<file path="config.mk">
export PLATFORM = sky130hd
export DESIGN_NAME = scanline_buffer_writer
export DESIGN_NICKNAME = d
export VERILOG_FILES = /design/src/rtl/scanline_buffer_writer_pkg.sv /design/src/rtl/scanline_buffer_writer_pixel_expander.sv /design/src/rtl/scanline_buffer_writer.sv
export SDC_FILE = /design/constraint.sdc
export NUM_CORES = 1
export LEC_CHECK = 0
export ABC_AREA = 1
export CORE_ASPECT_RATIO = 0.6
export CORE_UTILIZATION = 40
export DETAILED_ROUTE_END_ITERATION = 6
export PLACE_DENSITY = 0.6
export RECOVER_POWER = 25
export SLEW_MARGIN = 20
export SYNTH_ARGS = -nofsm -noshare
export SYNTH_HDL_FRONTEND = slang
export SYNTH_HIERARCHICAL = 1
export SYNTH_SLANG_ARGS = --single-unit
export TNS_END_PERCENT = 50
</file>
<file path="constraint.sdc">
create_clock -name sys_clk -period 2.2 [get_ports sys_clk]
set_clock_uncertainty 0.2 [all_clocks]
set_input_delay 0.66 -clock sys_clk [delete_from_list [all_inputs] [get_ports sys_clk]]
set_output_delay 0.66 -clock sys_clk [all_outputs]
set_load 0.02 [all_outputs]
</file>
<file path="src/rtl/scanline_buffer_writer_pkg.sv">
// Shared constants for the line-buffer fill path: buffer geometry defaults and
// the fill FSM encoding.
package scanline_buffer_writer_pkg;

  // Half offset must match the output stage, which reads half 1 at 640.
  localparam int DEFAULT_LINE_PIXELS = 640;
  localparam int DEFAULT_HALF_OFFSET = 640;
  localparam int DEFAULT_LINES       = 240;

  typedef enum logic [1:0] {
    ST_IDLE      = 2'd0,
    ST_FETCH     = 2'd1,
    ST_EXPAND    = 2'd2,
    ST_WAIT_LINE = 2'd3
  } fill_state_t;

  // Index of the scanline that makes the next fill due (lines per half minus one).
  function automatic logic [1:0] last_line_index(input logic scale);
    return scale ? 2'd3 : 2'd1;
  endfunction

endpackage

</file>
<file path="src/rtl/scanline_buffer_writer_pixel_expander.sv">
// Turns one loaded bitmap byte into an 8-cycle MSB-first pixel stream;
// done marks the cycle carrying the eighth pixel.
module scanline_buffer_writer_pixel_expander (
  input  logic       clk,
  input  logic       rst_n,
  input  logic       abort,
  input  logic       load,
  input  logic [7:0] load_data,
  output logic       pixel_valid,
  output logic       pixel,
  output logic       done
);

  logic [7:0] shift_r;
  logic [2:0] bit_cnt_r;
  logic       active_r;

  always_ff @(posedge clk or negedge rst_n) begin
    if (!rst_n) begin
      shift_r   <= 8'd0;
      bit_cnt_r <= 3'd0;
      active_r  <= 1'b0;
    end else if (abort) begin
      shift_r   <= 8'd0;
      bit_cnt_r <= 3'd0;
      active_r  <= 1'b0;
    end else if (load) begin
      shift_r   <= load_data;
      bit_cnt_r <= 3'd0;
      active_r  <= 1'b1;
    end else if (active_r) begin
      shift_r   <= {shift_r[6:0], 1'b0};
      bit_cnt_r <= bit_cnt_r + 3'd1;
      if (bit_cnt_r == 3'd7) begin
        active_r <= 1'b0;
      end
    end
  end

  assign pixel_valid = active_r;
  assign pixel       = shift_r[7];
  assign done        = active_r && (bit_cnt_r == 3'd7);

endmodule

</file>
<file path="src/rtl/scanline_buffer_writer.sv">
// Fills the double-buffered line RAM from 1-bpp VRAM, one buffer half per
// 2 or 4 scanlines, paced by the frame/render/scanline pulses.
module scanline_buffer_writer
  import scanline_buffer_writer_pkg::*;
#(
  parameter int LINE_PIXELS = DEFAULT_LINE_PIXELS,
  parameter int LINES       = DEFAULT_LINES,
  parameter int HALF_OFFSET = DEFAULT_HALF_OFFSET
) (
  input  logic        sys_clk,
  input  logic        reset_n,
  input  logic        frame_start,
  input  logic        render_start,
  input  logic        scanline_start,
  input  logic        pixel_scale,
  input  logic [15:0] fb_base,
  output logic [15:0] vram_addr,
  output logic        vram_rd_req,
  input  logic        vram_rd_ack,
  input  logic [7:0]  vram_data,
  output logic        lb_wr_en,
  output logic [10:0] lb_wr_addr,
  output logic [7:0]  lb_wr_data,
  output logic        busy,
  output logic        underrun
);

  localparam int PIX_W  = $clog2(LINE_PIXELS);
  localparam int FILL_W = $clog2(LINES + 1);

  fill_state_t       state;
  logic              scale_r;
  logic              half_r;
  logic              pending_r;
  logic              frame_active_r;
  logic [1:0]        line_cnt_r;
  logic [PIX_W-1:0]  pix_cnt_r;
  logic [FILL_W-1:0] fill_count_r;

  logic scan_tick;
  logic fill_due;
  logic fill_running;
  logic abort;
  logic load;
  logic last_pixel;
  logic last_fill;
  logic exp_valid;
  logic exp_pixel;
  logic exp_done;

  // render_start wins over a coincident scanline_start: line_cnt restarts at 0.
  assign scan_tick    = scanline_start && frame_active_r && !render_start;
  assign fill_due     = scan_tick && (line_cnt_r == last_line_index(scale_r));
  assign fill_running = (state == ST_FETCH) || (state == ST_EXPAND);
  assign abort        = frame_start || render_start;
  assign load         = (state == ST_FETCH) && vram_rd_ack && !abort;
  assign last_pixel   = (pix_cnt_r == PIX_W'(LINE_PIXELS - 1));
  assign last_fill    = (fill_count_r == FILL_W'(LINES - 1));

  scanline_buffer_writer_pixel_expander u_expander (
    .clk         (sys_clk),
    .rst_n       (reset_n),
    .abort       (abort),
    .load        (load),
    .load_data   (vram_data),
    .pixel_valid (exp_valid),
    .pixel       (exp_pixel),
    .done        (exp_done)
  );

  always_ff @(posedge sys_clk or negedge reset_n) begin
    if (!reset_n) begin
      state          <= ST_IDLE;
      vram_addr      <= 16'd0;
      vram_rd_req    <= 1'b0;
      scale_r        <= 1'b0;
      half_r         <= 1'b0;
      pending_r      <= 1'b0;
      frame_active_r <= 1'b0;
      line_cnt_r     <= 2'd0;
      pix_cnt_r      <= '0;
      fill_count_r   <= '0;
      underrun       <= 1'b0;
    end else begin
      if (scan_tick) begin
        line_cnt_r <= fill_due ? 2'd0 : line_cnt_r + 2'd1;
      end
      if (fill_due && fill_running) begin
        pending_r <= 1'b1;
        underrun  <= 1'b1;
      end

      if (abort) begin
        // frame_start first; a coincident render_start then restarts from fb_base.
        if (frame_start) begin
          vram_addr      <= fb_base;
          underrun       <= 1'b0;
          fill_count_r   <= '0;
          state          <= ST_IDLE;
          vram_rd_req    <= 1'b0;
          pending_r      <= 1'b0;
          frame_active_r <= 1'b0;
        end
        if (render_start) begin
          scale_r        <= pixel_scale;
          line_cnt_r     <= 2'd0;
          half_r         <= 1'b0;
          pix_cnt_r      <= '0;
          fill_count_r   <= '0;
          pending_r      <= 1'b0;
          frame_active_r <= 1'b1;
          state          <= ST_FETCH;
          vram_rd_req    <= 1'b1;
        end
      end else begin
        case (state)
          ST_FETCH: begin
            if (vram_rd_ack) begin
              vram_rd_req <= 1'b0;
              vram_addr   <= vram_addr + 16'd1;
              state       <= ST_EXPAND;
            end
          end
          ST_EXPAND: begin
            if (exp_valid) begin
              if (exp_done && last_pixel) begin
                pix_cnt_r    <= '0;
                half_r       <= ~half_r;
                fill_count_r <= fill_count_r + FILL_W'(1);
                if (last_fill) begin
                  state          <= ST_IDLE;
                  frame_active_r <= 1'b0;
                  pending_r      <= 1'b0;
                end else if (pending_r || fill_due) begin
                  state       <= ST_FETCH;
                  vram_rd_req <= 1'b1;
                  pending_r   <= 1'b0;
                end else begin
                  state <= ST_WAIT_LINE;
                end
              end else begin
                pix_cnt_r <= pix_cnt_r + PIX_W'(1);
                if (exp_done) begin
                  state       <= ST_FETCH;
                  vram_rd_req <= 1'b1;
                end
              end
            end
          end
          ST_WAIT_LINE: begin
            if (fill_due) begin
              state       <= ST_FETCH;
              vram_rd_req <= 1'b1;
            end
          end
          default: begin
          end
        endcase
      end
    end
  end

  assign lb_wr_en   = exp_valid;
  assign lb_wr_data = {7'b0, exp_pixel};
  assign lb_wr_addr = (half_r ? 11'(HALF_OFFSET) : 11'd0) + 11'(pix_cnt_r);
  assign busy       = fill_running || pending_r;

endmodule
</file>
* Word level (Yosys, flattened, before mapping)
Index checks and enable logic that the tools add are counted.
Word-level totals: register bits after elaboration 56, input bits 31, output and inout port bits 39, word-level logic and storage cells 142
Operators by class: add/subtract/negate cells 6, eq/ne operators 16, muxes and demuxes 75, bitwise gates (word level) 1, reductions and logical operators 30
Operators with widths (number):
- 8-bit 2-to-1 mux | 9
- 16-bit 2-to-1 mux | 4
- 10-bit 2-to-1 mux | 6
- 1-bit 2-to-1 mux | 36
- 2-bit 2-to-1 mux | 15
- 16-bit by 1-bit adder with 16-bit output (second input constant) | 1
- 2-bit nonzero test | 6
- 10-bit by 10-bit adder with 11-bit output | 1
- 10-bit by 1-bit adder with 10-bit output (second input constant) | 1
- 10-bit equality test (second input constant) | 1
- 3-bit 2-to-1 mux | 3
- 3-bit != test (second input constant) | 3
- 8-bit by 1-bit adder with 8-bit output (second input constant) | 1
- 8-bit equality test (second input constant) | 1
- 1-bit logical AND | 8
- 4-bit by 3-bit != test with 1-bit output (second input constant) | 2
- 4-bit AND reduction | 2
- 8-bit AND reduction | 1
- 2-bit one-hot mux with 3 select lines | 1
- 3-bit AND reduction | 2
- 6-bit AND reduction | 1
- 5-bit AND reduction | 1
- 2-bit equality test (second input constant) | 2
- 1-bit logical OR | 4
- other kinds (14) | 16

* Depth between registers and ports, before layout
Gate-level depths: netlist of run 1.
depth in word-level cells 11, depth in mapped cells 12, mapped depth without buffers 12

* Modules after synthesis
The synthesis of run 1 kept the hierarchy.
By module, submodules not included:
- scanline_buffer_writer | times used 1, cells each 395, area each 2920.3 µm², seq. area each 1101.1 µm²
- scanline_buffer_writer_pixel_expander | times used 1, cells each 80, area each 609.3 µm², seq. area each 300.3 µm²

* Least setup slack after synthesis of run 1
Ideal clock, no wire load.
kind input to register, from input render_start, to register u_expander.shift_r[1], setup time 0.065 ns, arrival 1.795 ns, data required time 1.935 ns, slack 0.141 ns, stages on the path 10, path buffers 3, cells stage by stage buf_4 nor2_4 inv_2 buf_2 nor2_1 buf_6 nand2_4 nand2_2 nand2_1 nand2_1
On the way: word-level cells in the longest chain between the ends 5, elaborated cells between the ends (all ways) 6, those cells by class mux (2); reduce/logical (4)
Ends and longest elaborated chain:
- start, declared | RTL line scanline_buffer_writer.sv:13 | input logic render_start,
- 1-bit logical OR * | RTL line scanline_buffer_writer.sv:55 | assign abort = frame_start || render_start;
- named net abort | RTL line scanline_buffer_writer.sv:43 | logic abort;
- 1-bit zero test * | RTL line scanline_buffer_writer.sv:56 | assign load = (state == ST_FETCH) && vram_rd_ack && !abort;
- 1-bit logical AND * | RTL line scanline_buffer_writer.sv:56
- named net load | RTL line scanline_buffer_writer.sv:44 | logic load;
- 8-bit 2-to-1 mux | RTL line scanline_buffer_writer_pixel_expander.sv:27 | end else if (load) begin
- 8-bit 2-to-1 mux | RTL line scanline_buffer_writer_pixel_expander.sv:23 | end else if (abort) begin
- end signal, assigned | RTL line scanline_buffer_writer_pixel_expander.sv:28 | shift_r <= load_data;
- end signal, assigned | RTL line scanline_buffer_writer_pixel_expander.sv:32 | shift_r <= {shift_r[6:0], 1'b0};
- end, declared | RTL line scanline_buffer_writer_pixel_expander.sv:14 | logic [7:0] shift_r;
Mark *: on every way through the listed nets, which the timed path passes. The rest lies on a longest branch. A chain may end at the register's enable or synchronous reset.

* Worst setup path after layout of run 1
from register pix_cnt_r[9], to output lb_wr_addr[10]
On the way: word-level cells in the longest chain between the ends 1
Ends and longest elaborated chain:
- start, declared | RTL line scanline_buffer_writer.sv:37 | logic [PIX_W-1:0] pix_cnt_r;
- start signal, assigned | RTL line scanline_buffer_writer.sv:142 | pix_cnt_r <= pix_cnt_r + PIX_W'(1);
- 10-bit by 10-bit adder with 11-bit output | RTL line scanline_buffer_writer.sv:165 | assign lb_wr_addr = (half_r ? 11'(HALF_OFFSET) : 11'd0) + 11'(pix_cnt_r);
- end, declared | RTL line scanline_buffer_writer.sv:22 | output logic [10:0] lb_wr_addr,
No other way between the ends.

==> qor.csv, run 1 <==
metric;value;unit
status;finished, violations left;
failing checks;setup timing;
maxcap violations;0;
EDFF count, synth;0;
Initial Utilization;0.4141;
Synthesis Warnings;6;
total wire length;8.787;mm
CP max FO;2;
RSZ-0062 raised after global routing;yes;
share of layout cells above drive strength 1;0.1393;
TNS Setup;-53.39;ps
Inserted Clock Buffers;5;
post-synthesis register bit count;56;
HP Class;register to register;
Clk Latency, worst-skew pair;300;ps
vias per cell;4.857;
Worst Tran Pin Value;1411;ps
VDD IR max;286.6;µV
H-tree depth;2;
design area;4569;µm²
total core area;8523;µm²
xor/xnor share of the synthesized area;0.02481;
port buffer count;62;
Cell Rows;26;
CP startpoint kind;register;
synthesized area;3530;µm²
leakage power;2.402;nW
Adder-Cell Fraction of Synth Area;0.03899;
# setup viols final;2;
clk slew on worst S/H paths;80;ps
root buf cell;clkbuf_16;
Async S/R FF share, synth;1.000;
# diodes;0;
Pins Over Slew Limit;0;
vias in the first global route;2837;
area delta synth->final;29.46;%
1st-iter DRT viols;216;
kind of critical path;register to output pin;
gr ovfl total;0;
Synth Instances;475;
gr usage total;0.1963;
largest family of logic cells by synthesized area;simple AND/OR/NAND/NOR gates;
minimum clock period;2230;ps
Residual DRC;0;
final core occ;0.5361;
Hold Fails Final Rpt;0;
final hold slack;271.3;ps
largest net degree at the start of global routing;57;
CTS sink cnt;56;
simple-gate portion of the synthesized area;0.3361;
WL/cell;13.08;µm
worst setup margin;-30.09;ps
dpl hpwl;6.575;mm
main flop type after synthesis;dfrtp_1;
total number of vias;3264;
Ports;70;
Slew HR;0.05906;
initial antenna violation count;0;
Mean Syn Cell Area;7.431;µm²
placed cell areas;4397;µm²
fin crit share;1.014;
GPL Wtd Cong;0.8060;
Max Root-Sink Buffers;2;
first-pass GRT wire length;13.92;mm
DRT Pass-1 Iters;7;
CP required;1340;ps
Die Wd;123.3;µm
Pwr Density;580.1;nW/µm²
fraction of synthesized area in multiplexers;0;
CTS tree;done;
die area;9216;µm²
post-place setup slack;-332.6;ps
compound-gate portion of the synthesized area;0.09465;
post-route antenna net violation count;0;
Seq/Total Area, Yosys;0.3970;
fmax;448.4;MHz
Worst Path Arrival;1370;ps
Yosys cell types;42;
# nets final;601;
Setup crit end kind;output pin;
Die Y;74.77;µm
==> cells in the final DEF (no fill, tap or decap), drive strengths merged, types with 12 or more instances in the layout <==
cell type      instances
buf                   38
clkdlybuf4s50         33
nor2                  59
o21ai                 34
nand3                 33
nand2                138
nand4                 12
a21oi                 13
dlygate4sd2           12
inv                   50
dfrtp                 56
==> Yosys cell counts (2+ instances only) <==
cell type	instances	share of area
a21oi_1	11	0.016
a21oi_2	2	0.0050
a31oi_1	2	0.0035
and3_1	2	0.0035
buf_2	3	0.0043
buf_4	18	0.038
clkbuf_1	2	0.0021
dfrtp_1	56	0.40
ha_1	11	0.039
inv_1	46	0.049
inv_2	5	0.0053
nand2_1	129	0.14
nand2_2	6	0.011
nand2_4	3	0.0096
nand3_1	33	0.047
nand4_1	12	0.021
nor2_1	53	0.056
nor2_2	2	0.0035
nor2_4	3	0.0096
nor3_1	9	0.013
nor3b_1	2	0.0043
o211ai_1	2	0.0043
o21ai_0	29	0.041
o21ai_1	3	0.0043
o21ai_2	2	0.0050
o22ai_1	4	0.0071
or2_1	2	0.0035
xnor2_1	2	0.0050
xor2_1	8	0.020
==> through the flow <==
step	std cells	total power, mW
6_report	672	2.651
5_1_grt	672	2.771
4_1_cts	672	2.674
3_5_place_dp	663	1.775
3_3_place_gp	663	1.769
2_1_floorplan	481	1.491
==> timing repair <==
action,4_1_cts,5_1_grt
gates cloned,0,0
pin swaps,2,2
endpoints found under the setup margin,19,19
resized for setup,35,16
hold buffers,0,0
setup buffers,1,0
==> final cells by class <==
| type | count | area (µm²) |
|---|---|---|
| inverter | 52 | 198.9 |
| clock inverter | 2 | 35.03 |
| clock buffer | 6 | 128.9 |
| sequential | 56 | 1401 |
| timing repair buffer | 96 | 883.3 |
| multi-input combinational | 348 | 1782 |
| fill | 846 | 3954 |
| tap | 112 | 140.1 |
==> report_power, final <==
group          total, mW  switching, mW  internal (mW)
Clock              0.922          0.384          0.537
Sequential          1.15         0.0661           1.09
Combinational      0.577          0.339          0.238
==> kinds of logic after synthesis <==
logic type,after synthesis
DFF,56
xor gates and xnor gates,10
adders and majority gates,11
AOI/OAI and AO/OA,59
other,1
buffers and inverters,77
and+or+nand+nor,261
==> worst paths after layout <==
check / startpoint / cells after the start / endpoint / slack [ps]
min in group asynchronous: reset_n / 2 / pix_cnt_r[6] / 560
worst max-delay path: pix_cnt_r[9] / 3 / lb_wr_addr[10] / -30
worst min register to register: u_expander/shift_r[4] / 2 / u_expander/shift_r[4] / 270
max in group asynchronous: reset_n / 2 / u_expander/shift_r[3] / 380
worst min-delay path: u_expander/shift_r[4] / 2 / u_expander/shift_r[4] / 270
worst max register to register: u_expander/bit_cnt_r[0] / 9 / pix_cnt_r[8] / 150
==> flip-flops by register name (all words and copies together) (netlist names) <==
register / cells
fill_count_r: 8
frame_active_r: 1
state: 2
half_r: 1
vram_addr: 16
line_cnt_r: 2
u_expander/bit_cnt_r: 3
u_expander/pixel_valid: 1
pix_cnt_r: 10
underrun: 1
vram_rd_req: 1
pending_r: 1
u_expander/shift_r: 8
scale_r: 1
==> per-layer routing <==
metal / vias to the layer above / track usage / part of all wire / routed length (µm)
li1: 1679 / - / - / -
met1: 1506 / 0.3099 / 0.55 / 4853
met2: 74 / 0.2713 / 0.39 / 3398
met3: 5 / 0.03939 / 0.055 / 484
met4: 0 / 0.04016 / 0.0057 / 50
met5: - / 0 / 0 / 0
==> critical path: stages (launching register included) <==
cell	delay, ps
dfrtp_1	400
ha_1	330
a31o_2	220
buf_6	130
(Power assumes the default switching activity.)
==> inputs of run 2 (changes only) <==
Settings changed: CORE_MARGIN set to 1.
==> results of run 2 <==
No change in the layout: final DEF, timing and power equal those of run 1.
